`src/rtl/imem_loader.sv`:
```
// Host-side loader for the instruction memory: streams words in from address 0,
// then gates the PC with start for the program length plus a drain window.
module imem_loader #(
    parameter int ADDR_W = 9,
    parameter int DATA_W = 32,
    parameter int DRAIN  = 8
) (
    input  logic              clk,
    input  logic              reset,
    input  logic              cmd_load,
    input  logic              cmd_run,
    input  logic              cmd_halt,
    input  logic              wr_valid,
    input  logic [DATA_W-1:0] wr_data,
    output logic              wr_ready,
    output logic              imem_we,
    output logic [ADDR_W-1:0] imem_waddr,
    output logic [DATA_W-1:0] imem_wdata,
    output logic              start,
    output logic [ADDR_W:0]   loaded_count,
    output logic [1:0]        state_out,
    output logic              err_overflow
);
    typedef enum logic [1:0] {
        IDLE = 2'd0,
        LOAD = 2'd1,
        RUN  = 2'd2,
        DONE = 2'd3
    } state_t;

    localparam int RW = ADDR_W + 5;

    state_t        state_reg;
    logic [RW-1:0] run_cnt_reg;
    logic [RW-1:0] run_last;
    logic          full;
    logic          handshake;

    // loaded_count doubles as the write pointer; its top bit means the memory is full.
    assign full      = loaded_count[ADDR_W];
    assign wr_ready  = (state_reg == LOAD) && !full;
    assign handshake = wr_valid && wr_ready;
    assign state_out = state_reg;
    assign run_last  = RW'(loaded_count) + RW'(DRAIN) - RW'(1);

    always_ff @(posedge clk) begin
        if (reset) begin
            state_reg    <= IDLE;
            run_cnt_reg  <= '0;
            imem_we      <= 1'b0;
            imem_waddr   <= '0;
            imem_wdata   <= '0;
            start        <= 1'b0;
            loaded_count <= '0;
            err_overflow <= 1'b0;
        end else begin
            imem_we <= 1'b0;
            if (handshake) begin
                imem_we      <= 1'b1;
                imem_waddr   <= loaded_count[ADDR_W-1:0];
                imem_wdata   <= wr_data;
                loaded_count <= loaded_count + 1'b1;
            end
            if ((state_reg == LOAD) && full && wr_valid) begin
                err_overflow <= 1'b1;
            end

            case (state_reg)
                IDLE, DONE: begin
                    if (cmd_halt) begin
                        state_reg <= state_reg;
                    end else if (cmd_load) begin
                        state_reg    <= LOAD;
                        loaded_count <= '0;
                        err_overflow <= 1'b0;
                    end else if (cmd_run && (loaded_count != '0)) begin
                        state_reg   <= RUN;
                        run_cnt_reg <= '0;
                    end
                end
                LOAD: begin
                    // cmd_load outranks cmd_run, so it keeps the load open.
                    if (cmd_halt) begin
                        state_reg <= IDLE;
                    end else if (!cmd_load && cmd_run) begin
                        state_reg <= IDLE;
                    end
                end
                RUN: begin
                    // The entry cycle has start low; start is then high for
                    // loaded_count-1+DRAIN cycles while run_cnt steps 1..run_last.
                    if (cmd_halt || (run_cnt_reg == run_last)) begin
                        start     <= 1'b0;
                        state_reg <= DONE;
                    end else begin
                        start       <= 1'b1;
                        run_cnt_reg <= run_cnt_reg + 1'b1;
                    end
                end
                default: state_reg <= IDLE;
            endcase
        end
    end
endmodule

```
`config.mk`:
```
export PLATFORM = sky130hd
export DESIGN_NAME = imem_loader
export DESIGN_NICKNAME = d
export VERILOG_FILES = /design/src/rtl/imem_loader.sv
export SDC_FILE = /design/constraint.sdc
export NUM_CORES = 1
export LEC_CHECK = 0
export ABC_AREA = 1
export CORE_MARGIN = 5
export CORE_UTILIZATION = 48
export DETAILED_ROUTE_END_ITERATION = 7
export PLACE_DENSITY = 0.82
export RECOVER_POWER = 50
export SYNTH_ARGS = -nofsm -noshare
export SYNTH_HDL_FRONTEND = slang
export SYNTH_SLANG_ARGS = --single-unit
export TNS_END_PERCENT = 20
```
`constraint.sdc`:
```
create_clock -name clk -period 2.4 [get_ports clk]
set_input_delay 0.48 -clock clk [delete_from_list [all_inputs] [get_ports clk]]
set_output_delay 0.48 -clock clk [all_outputs]
set_load 0.005 [all_outputs]
```
# After elaboration in Yosys (flattened, before gate mapping)
# Cells that the tools add are included.
[op_classes]
muxes = 22
reduce_logical = 15
n_eq_ne = 11
addsub = 4
[ops]
columns = ["cell", "count"]
rows = [
  ["14-bit two-way mux", 4],
  ["10-bit two-way mux", 4],
  ["14-bit one-hot mux with 2 select lines", 1],
  ["14-bit by 1-bit adder with 14-bit output (second input constant)", 1],
  ["14-bit == test", 1],
  ["2-bit two-way mux", 6],
  ["11-bit by 1-bit subtractor with 12-bit output (second input constant)", 1],
  ["10-bit by 4-bit adder with 11-bit output (second input constant)", 1],
  ["10-bit by 1-bit adder with 10-bit output (second input constant)", 1],
  ["2-bit != test (second input constant)", 5],
  ["10-bit nonzero test", 1],
  ["1-bit logical AND", 6],
  ["1-bit two-way mux", 6],
  ["2-bit one-hot mux with 3 select lines", 1],
  ["5-bit AND reduction", 1],
  ["2-bit == test (second input constant)", 2],
  ["4-bit AND reduction", 1],
  ["3-bit by 2-bit != test with 1-bit output (second input constant)", 1],
  ["3-bit != test (second input constant)", 1],
  ["2-bit by 1-bit == test with 1-bit output (second input constant)", 1],
  ["1-bit zero test", 2],
  ["2-bit zero test", 1],
  ["2-bit nonzero test", 1],
  ["2-bit OR reduction", 1],
  ["1-bit logical OR", 1],
]
[word_totals]
inputBits = 38
register_bits = 70
out_inout_bits = 57
word_cells = 60

# Depth between registers and ports, before layout
[logic_depth]
ltp_word = 7
mapped_depth = 17
mapped_depth_nobuf = 17

# Worst setup path after synthesis
# Ideal clock, no wire load.
[synth_timing]
kind = "register -> register"
from = "register loaded_count[0]"
to = "register run_cnt_reg[6]"
period_less_slack_ns = 1.928
path_slack_ns = 0.472
setup_ns = 0.115
path_stages_with_launch = 16
t_required_ns = 2.285
path_buffers = 1
arrival_time_ns = 1.813
cell_sequence = "dfxtp_1 > inv_2 > ha_1 > nand2_1 > inv_1 > nor2_1 > nand3_1 > nor2_1 > nand3_1 > nor2_2 > nand2_2 > nand2_4 > nand2_4 > buf_6 > a21oi_1 > nor2_1"
[synth_between]
elab_chain_len = 6
elab_cells_between_ends = 9
classes_between = "add/sub (2); eq/ne (3); reduce/logical (4)"
[synth_rtl]
columns = ["element", "line", "source"]
rows = [
  ["from (decl)", "20", "output logic [ADDR_W:0] loaded_count,"],
  ["from (signal assigned)", "62", "loaded_count <= loaded_count + 1'b1;"],
  ["10-bit by 4-bit adder with 11-bit output", "44", "assign run_last = RW'(loaded_count) + RW'(DRAIN) - RW'(1);"],
  ["11-bit by 1-bit subtractor with 12-bit output", "44", ""],
  ["14-bit == test", "92", "if (cmd_halt || (run_cnt_reg == run_last)) begin"],
  ["1-bit logical OR", "92", ""],
  ["2-bit != test (no source line)", "-", ""],
  ["5-bit AND reduction (no source line) *", "-", ""],
  ["to (signal assigned)", "97", "run_cnt_reg <= run_cnt_reg + 1'b1;"],
  ["to (decl)", "34", "logic [RW-1:0] run_cnt_reg;"],
]
# Mark *: on every way between the ends. The rest lies on a longest branch, timed or not.
# A chain may end at the register's enable or synchronous reset.

# Worst setup path after layout
[layout_timing]
from = "register state_reg[0], in the netlist state_out[0]"
to = "output wr_ready"
[layout_between]
elab_chain_len = 2
[layout_rtl]
columns = ["element", "line", "source"]
rows = [
  ["from (decl)", "33", "state_t state_reg;"],
  ["from (signal assigned)", "71", "state_reg <= state_reg;"],
  ["2-bit by 1-bit == test with 1-bit output", "41", "assign wr_ready = (state_reg == LOAD) && !full;"],
  ["1-bit logical AND", "41", ""],
  ["to (decl)", "15", "output logic wr_ready,"],
]
# No other way between the ends.

==> flow_summary.yaml <==
synthesis:
  synthFlopType: "dfxtp_1"
  ys_types: 32
  syn_area_sq_mm: 0.00347
  ys_ff_latch: 70
  synth_top_area_share_pct: 40.4
  synth_nets: 563
  avgSynthCellArea_sq_um: 6.68
  synthTopCellsByArea: "dfxtp_1, nand2_1, a21oi_1, nor2_1, nand3_1"
  synth_warnings: 0
  netlist_top_cells_count: "nand2_1, dfxtp_1, a21oi_1"
  syn_inst: 519
  seq_area_frac_synth_pct: 40.4
  synth_edf_count: 0
  async_flop_share_pct: 0
  synth_top_area_cell: "dfxtp_1"
  synth.most_common_cell: "nand2_1"
sta:
  period_minus_slack_ps: 2180
  finalHoldViolCount: 0
  fin_crit_sh_pct: 91.0
  clock_skew_ps: 6.99
  setup_tns_ps: 0
  fmax_mhz: 458
  tightest_slew_ps: 771
  slew_violations: 0
  slew_headroom_pct: 48.6
  setup_viol: 0
  grt_setup_unrepaired: "no"
cts:
  cts.path.max_buffers: 2
  clk_pin_slew_ps: 70
  worstSkewPairLatency_ps: 340
  cts_max_level: 3
  numClockSinks: 70
  postCtsSetupBuffers: 0
  clock-root-buffer: "clkbuf_8"
  cts_hold_buf: 0
  cts_resized: 0
  cts_tree: "yes"
  cts_buffers: 9
layout:
  stdcell_area_sq_mm: 0.00469
  areaGrowthSynthToFinish_pct: 35.3
  largest_register_ffs: 32
  postLayoutCoreUtil_pct: 65.7
  seqCellArea_sq_mm: 0.00140
  multiInputGateArea_sq_mm: 0.00179
  diodes: 0
  n_fill_cell: 636
  drive_above_1_share_pct: 7.84
  finalNetCount: 652
drt:
  wl_um: 9410
  wire_per_inst_um: 13.2
  vias: 3591
  ant_nets: 0
  viasPerCell: 5.05
  dr.pass1.iters: 5
  drt-initial-drc-count: 195
  drc: 0
die:
  num_rows: 31
  dieHeight_um: 95.0
  dieArea_sq_mm: 0.00902
  die_x_um: 95.0
  core_area_sq_mm: 0.00714
  start_util_pct: 48.6
  io_pins: 95
pwr:
  leakage_nw: 2.01
  max-vdd-ir-drop_mv: 0.367
  pwr_density_cell_mw_per_mm2: 693
  p_total_w: 0.00325
critical_path:
  arrival_ps: 1700
  crit_path_end_kind: "primary output"
  worstPathMaxFanout: 4
  cp-start-kind: "flip-flop"
  crit_type: "flip-flop to primary output"
  crit_required_ps: 1920
place:
  gp_congestion: 0.901
  hpwl_um: 7040
  place_area_sq_mm: 0.00449
  portBuffers: 94
global_routing:
  grt_max_degree: 42
  grt_pass1_wl_um: 15700
  overflow: 0
  gr-usage-all-layers_pct: 22.0
  grt_pass1_vias: 3494
  antenna_found_initial: 0
hold_path:
  hp-class: "flip-flop to flip-flop"
flow_run:
  cap_violations: 0
outcome:
  status: "complete, no violations"
[power by group]
| part | internal, W | total [W] | switching [W] |
|---|---|---|---|
| clock network | 0.000579 | 0.00102 | 0.000441 |
| logic | 0.000352 | 0.000835 | 0.000483 |
| registers | 0.00127 | 0.00140 | 0.000128 |
[placed cells by master (no fill, tap or decap), types with 3 or more instances in the layout]
master,netlist,layout
nand2_2,5,5
a21oi_1,60,60
ha_1,6,6
buf_4,1,7
nand2_4,3,3
nand2_1,166,166
clkdlybuf4s50_1,0,46
nor2_1,57,57
dlygate4sd3_1,0,48
nand4_1,4,4
o21ai_0,11,11
xor2_1,9,9
inv_2,7,7
nand3_1,33,33
nor3_1,8,8
dfxtp_1,70,70
clkbuf_8,0,9
nor2_2,3,3
inv_1,34,34
[final cells by class]
| class | instances | share of cell area, % |
|---|---|---|
| Clock inverter | 6 | 1.87 |
| Multi-Input combinational cell | 381 | 38.2 |
| Inverter | 43 | 3.44 |
| Timing Repair Buffer | 103 | 21.4 |
| Clock buffer | 9 | 2.64 |
| Sequential cell | 70 | 29.9 |
| Tap cell | 99 | 2.64 |
[layer usage]
metal	vias to the layer above	track usage (%)	routed length (um)
li1	1819	-	-
met1	1641	23.6	3770
met2	121	37.2	4490
met3	10	11.2	1040
met4	0	7.33	123
met5	-	0	0
[cells by family after synthesis]
kind of cell	count (synthesis)	share of synthesized area, %
AOI/OAI and AO/OA	75	11.2
DFF	70	40.4
adders and majority gates	6	2.17
and+or+nand+nor	289	35.5
xor gates and xnor gates	11	2.78
buffers and inverters	68	7.94
[critical path, cell delays in order (launching register included)]
cell and delay (ps):
dfxtp_1 380, ha_1 190, inv_1 60, nor2_1 170
clkdlybuf4s50_1 570
[path summary, 6_finish.rpt]
check,startpoint,to,depth (start not counted),slack (ps)
setup reg to reg,loaded_count[0],run_cnt_reg[0],16,250
setup / recovery,state_out[0],wr_ready,4,220
hold reg to reg,err_overflow,err_overflow,2,450
hold / removal,err_overflow,err_overflow,2,450
[per-stage QoR]
stage          setup WS (ps)  hold WS, ps  cells
3_3_place_gp             383          432    696
6_report                 216          446    711
2_1_floorplan            472          442    519
5_1_grt                 33.8          458    711
3_5_place_dp             283          441    696
4_1_cts                  196          450    711
(Power assumes the default switching activity.)
==> RTL change: new RTL, config.mk and constraints unchanged <==
Register the output `loaded_count` once more, without a reset; this adds one clock of latency there. The other outputs are not delayed to match. Comments in the files are not updated.
--- a/src/rtl/imem_loader.sv
+++ b/src/rtl/imem_loader.sv
@@ -30,6 +30,8 @@
 
     localparam int RW = ADDR_W + 5;
 
+    logic [ADDR_W:0] loaded_count_s0;
+
     state_t        state_reg;
     logic [RW-1:0] run_cnt_reg;
     logic [RW-1:0] run_last;
@@ -37,11 +39,11 @@
     logic          handshake;
 
     // loaded_count doubles as the write pointer; its top bit means the memory is full.
-    assign full      = loaded_count[ADDR_W];
+    assign full      = loaded_count_s0[ADDR_W];
     assign wr_ready  = (state_reg == LOAD) && !full;
     assign handshake = wr_valid && wr_ready;
     assign state_out = state_reg;
-    assign run_last  = RW'(loaded_count) + RW'(DRAIN) - RW'(1);
+    assign run_last  = RW'(loaded_count_s0) + RW'(DRAIN) - RW'(1);
 
     always_ff @(posedge clk) begin
         if (reset) begin
@@ -51,15 +53,15 @@
             imem_waddr   <= '0;
             imem_wdata   <= '0;
             start        <= 1'b0;
-            loaded_count <= '0;
+            loaded_count_s0 <= '0;
             err_overflow <= 1'b0;
         end else begin
             imem_we <= 1'b0;
             if (handshake) begin
                 imem_we      <= 1'b1;
-                imem_waddr   <= loaded_count[ADDR_W-1:0];
+                imem_waddr   <= loaded_count_s0[ADDR_W-1:0];
                 imem_wdata   <= wr_data;
-                loaded_count <= loaded_count + 1'b1;
+                loaded_count_s0 <= loaded_count_s0 + 1'b1;
             end
             if ((state_reg == LOAD) && full && wr_valid) begin
                 err_overflow <= 1'b1;
@@ -71,9 +73,9 @@
                         state_reg <= state_reg;
                     end else if (cmd_load) begin
                         state_reg    <= LOAD;
-                        loaded_count <= '0;
+                        loaded_count_s0 <= '0;
                         err_overflow <= 1'b0;
-                    end else if (cmd_run && (loaded_count != '0)) begin
+                    end else if (cmd_run && (loaded_count_s0 != '0)) begin
                         state_reg   <= RUN;
                         run_cnt_reg <= '0;
                     end
@@ -101,5 +103,9 @@
             endcase
         end
     end
+    always_ff @(posedge clk) begin
+        loaded_count <= loaded_count_s0;
+    end
+
 endmodule
 
Behaviour: not the same (Yosys sat finds a counterexample within 4 cycles, from zero or initial values and one cycle with reset high).
==> RTL change against the unedited design <==
Via count grew 2.5%; wire length grew 4.9%; synthesized area grew 5.5%; sequential cell count rose by 10; final area up 3.7%; total power rose by 6.1%; maximum frequency grew 0.27%; sequential power increased by 12%; setup slack better by 5.9 ps; sequential share of layout area up 3.1 points; synthesized cell count up 0.77%.
==> RTL change: results (changes against the unedited design) <==
| Metric | Value |
|---|---|
| Post-detail-place hpwl | 7197 um (+2.3%) |
| Leakage | 2.098 nW (+4.3%) |
| Drt pass-1 iters | 6 (+1) |
| CP arrival | 2420 ps (+720 ps) |
| Wirelength, routed | 9869 um (+4.9%) |
| Met3 usage | 0.06604 (-0.04631) |
| Pin count of the biggest net entering global routing | 48 (+14%) |
| Worst IR Drop VDD | 0.0003851 V (+5.0%) |
| Pre-CTS WS | 233.5 ps (-49.69 ps) |
| CP startpoint | loaded_count_s0[0] |
| CP Max Fanout | 16 (+12) |
| Ranking of synthesized cells by area | dfxtp_1 44%, nand2_1 18%, a21oi_1 8.3%, nor2_1 5.5%, inv_1 3.6% |
| Distinct cells, synth | 34 (+6.3%) |
| First-pass GRT wire length | 16390 um (+4.6%) |
| GR Util All Layers | 0.2054 (-0.01422) |
| CP max-delay cell | dfxtp_2 |
| Final nets | 655 (+0.46%) |
| Worst slew pin tran | 803.4 ps (+32.83 ps) |
| Met1 usage | 0.2516 (+0.01528) |
| Layout cells sized above 1 | 0.06656 (-0.01187) |
| Run status | completed |
| Routed WL per cell | 13.80 um (+4.3%) |
| Cell family with most CP delay | simple AND/OR/NAND/NOR gates |
| Initial DRC Count | 277 (+42%) |
| Sequential share of the synthesized area | 0.4378 (+0.03357) |
| Met2 Resource Use GR | 0.3450 (-0.02669) |
| Fillers | 603 (-5.2%) |
| Top post-synthesis cells by count | 177 x nand2_1, 80 x dfxtp_1, 61 x a21oi_1 |
| GP Congestion | 0.9364 (+4.0%) |
| DR vias | 3680 (+2.5%) |
| Mapped Nets | 567 (+0.71%) |
-- RTL change: cell families after synthesis --
| family | share of synthesized area |
|---|---|
| buf+inv | 0.07114 |
| compound gates | 0.1303 |
| fa+ha+maj | 0.02052 |
| simple gates | 0.3235 |
| flops | 0.4378 |
| xor+xnor | 0.01676 |
-- RTL change: cell type report --
type,instances,area share
clock inverters,5,0.01337
inverters,39,0.03009
clock buffers,11,0.02906
well taps,99,0.02546
repair buffers,101,0.2029
flip-flops and latches,80,0.3297
multi-input cells,380,0.3693
-- RTL change: through the flow --
stage	hold slack [ps]	cell area [um2]
floorplan	325.8	3659
global placement	390.3	4662
detailed placement	403.7	4662
CTS	408.5	4868
global route	401.2	4865
finish	383.4	4865
-- RTL change: power by group through the flow --
stage          logic [W]  clock network [W]  registers [W]
2_1_floorplan   0.000617                  0        0.00156
3_3_place_gp    0.000841                  0        0.00159
3_5_place_dp    0.000864                  0        0.00160
4_1_cts         0.000872            0.00105        0.00157
5_1_grt         0.000974            0.00109        0.00159
6_report        0.000857            0.00102        0.00157
-- RTL change: path summary, 6_finish.rpt --
kind / endpoint / slack [ps] / cells after the start
min reg2reg: loaded_count[1] / 380 / 0
max: run_cnt_reg[7] / 220 / 17
max reg2reg: run_cnt_reg[7] / 220 / 17
min: loaded_count[1] / 380 / 0
-- RTL change: routing by layer --
metal,vias to the layer above,routed length (um)
met2,134,4758
li1,1845,-
met3,11,777
met5,-,0
met4,0,129
met1,1690,4204
-- RTL change: worst register-to-register path: stages, from the launching register on --
cell and delay [ps]:
dfxtp_2 350, inv_1 180, ha_1 320, inv_1 60
nand2_1 90, nand2_1 50, nand2_1 50, nand2_1 50
nor2_1 110, nand3_1 90, nor2_2 90, nand2_2 70
nand2_4 90, nand2_4 110, nand2_4 170, nand2_1 80
nand2_1 70, nor2_1 40
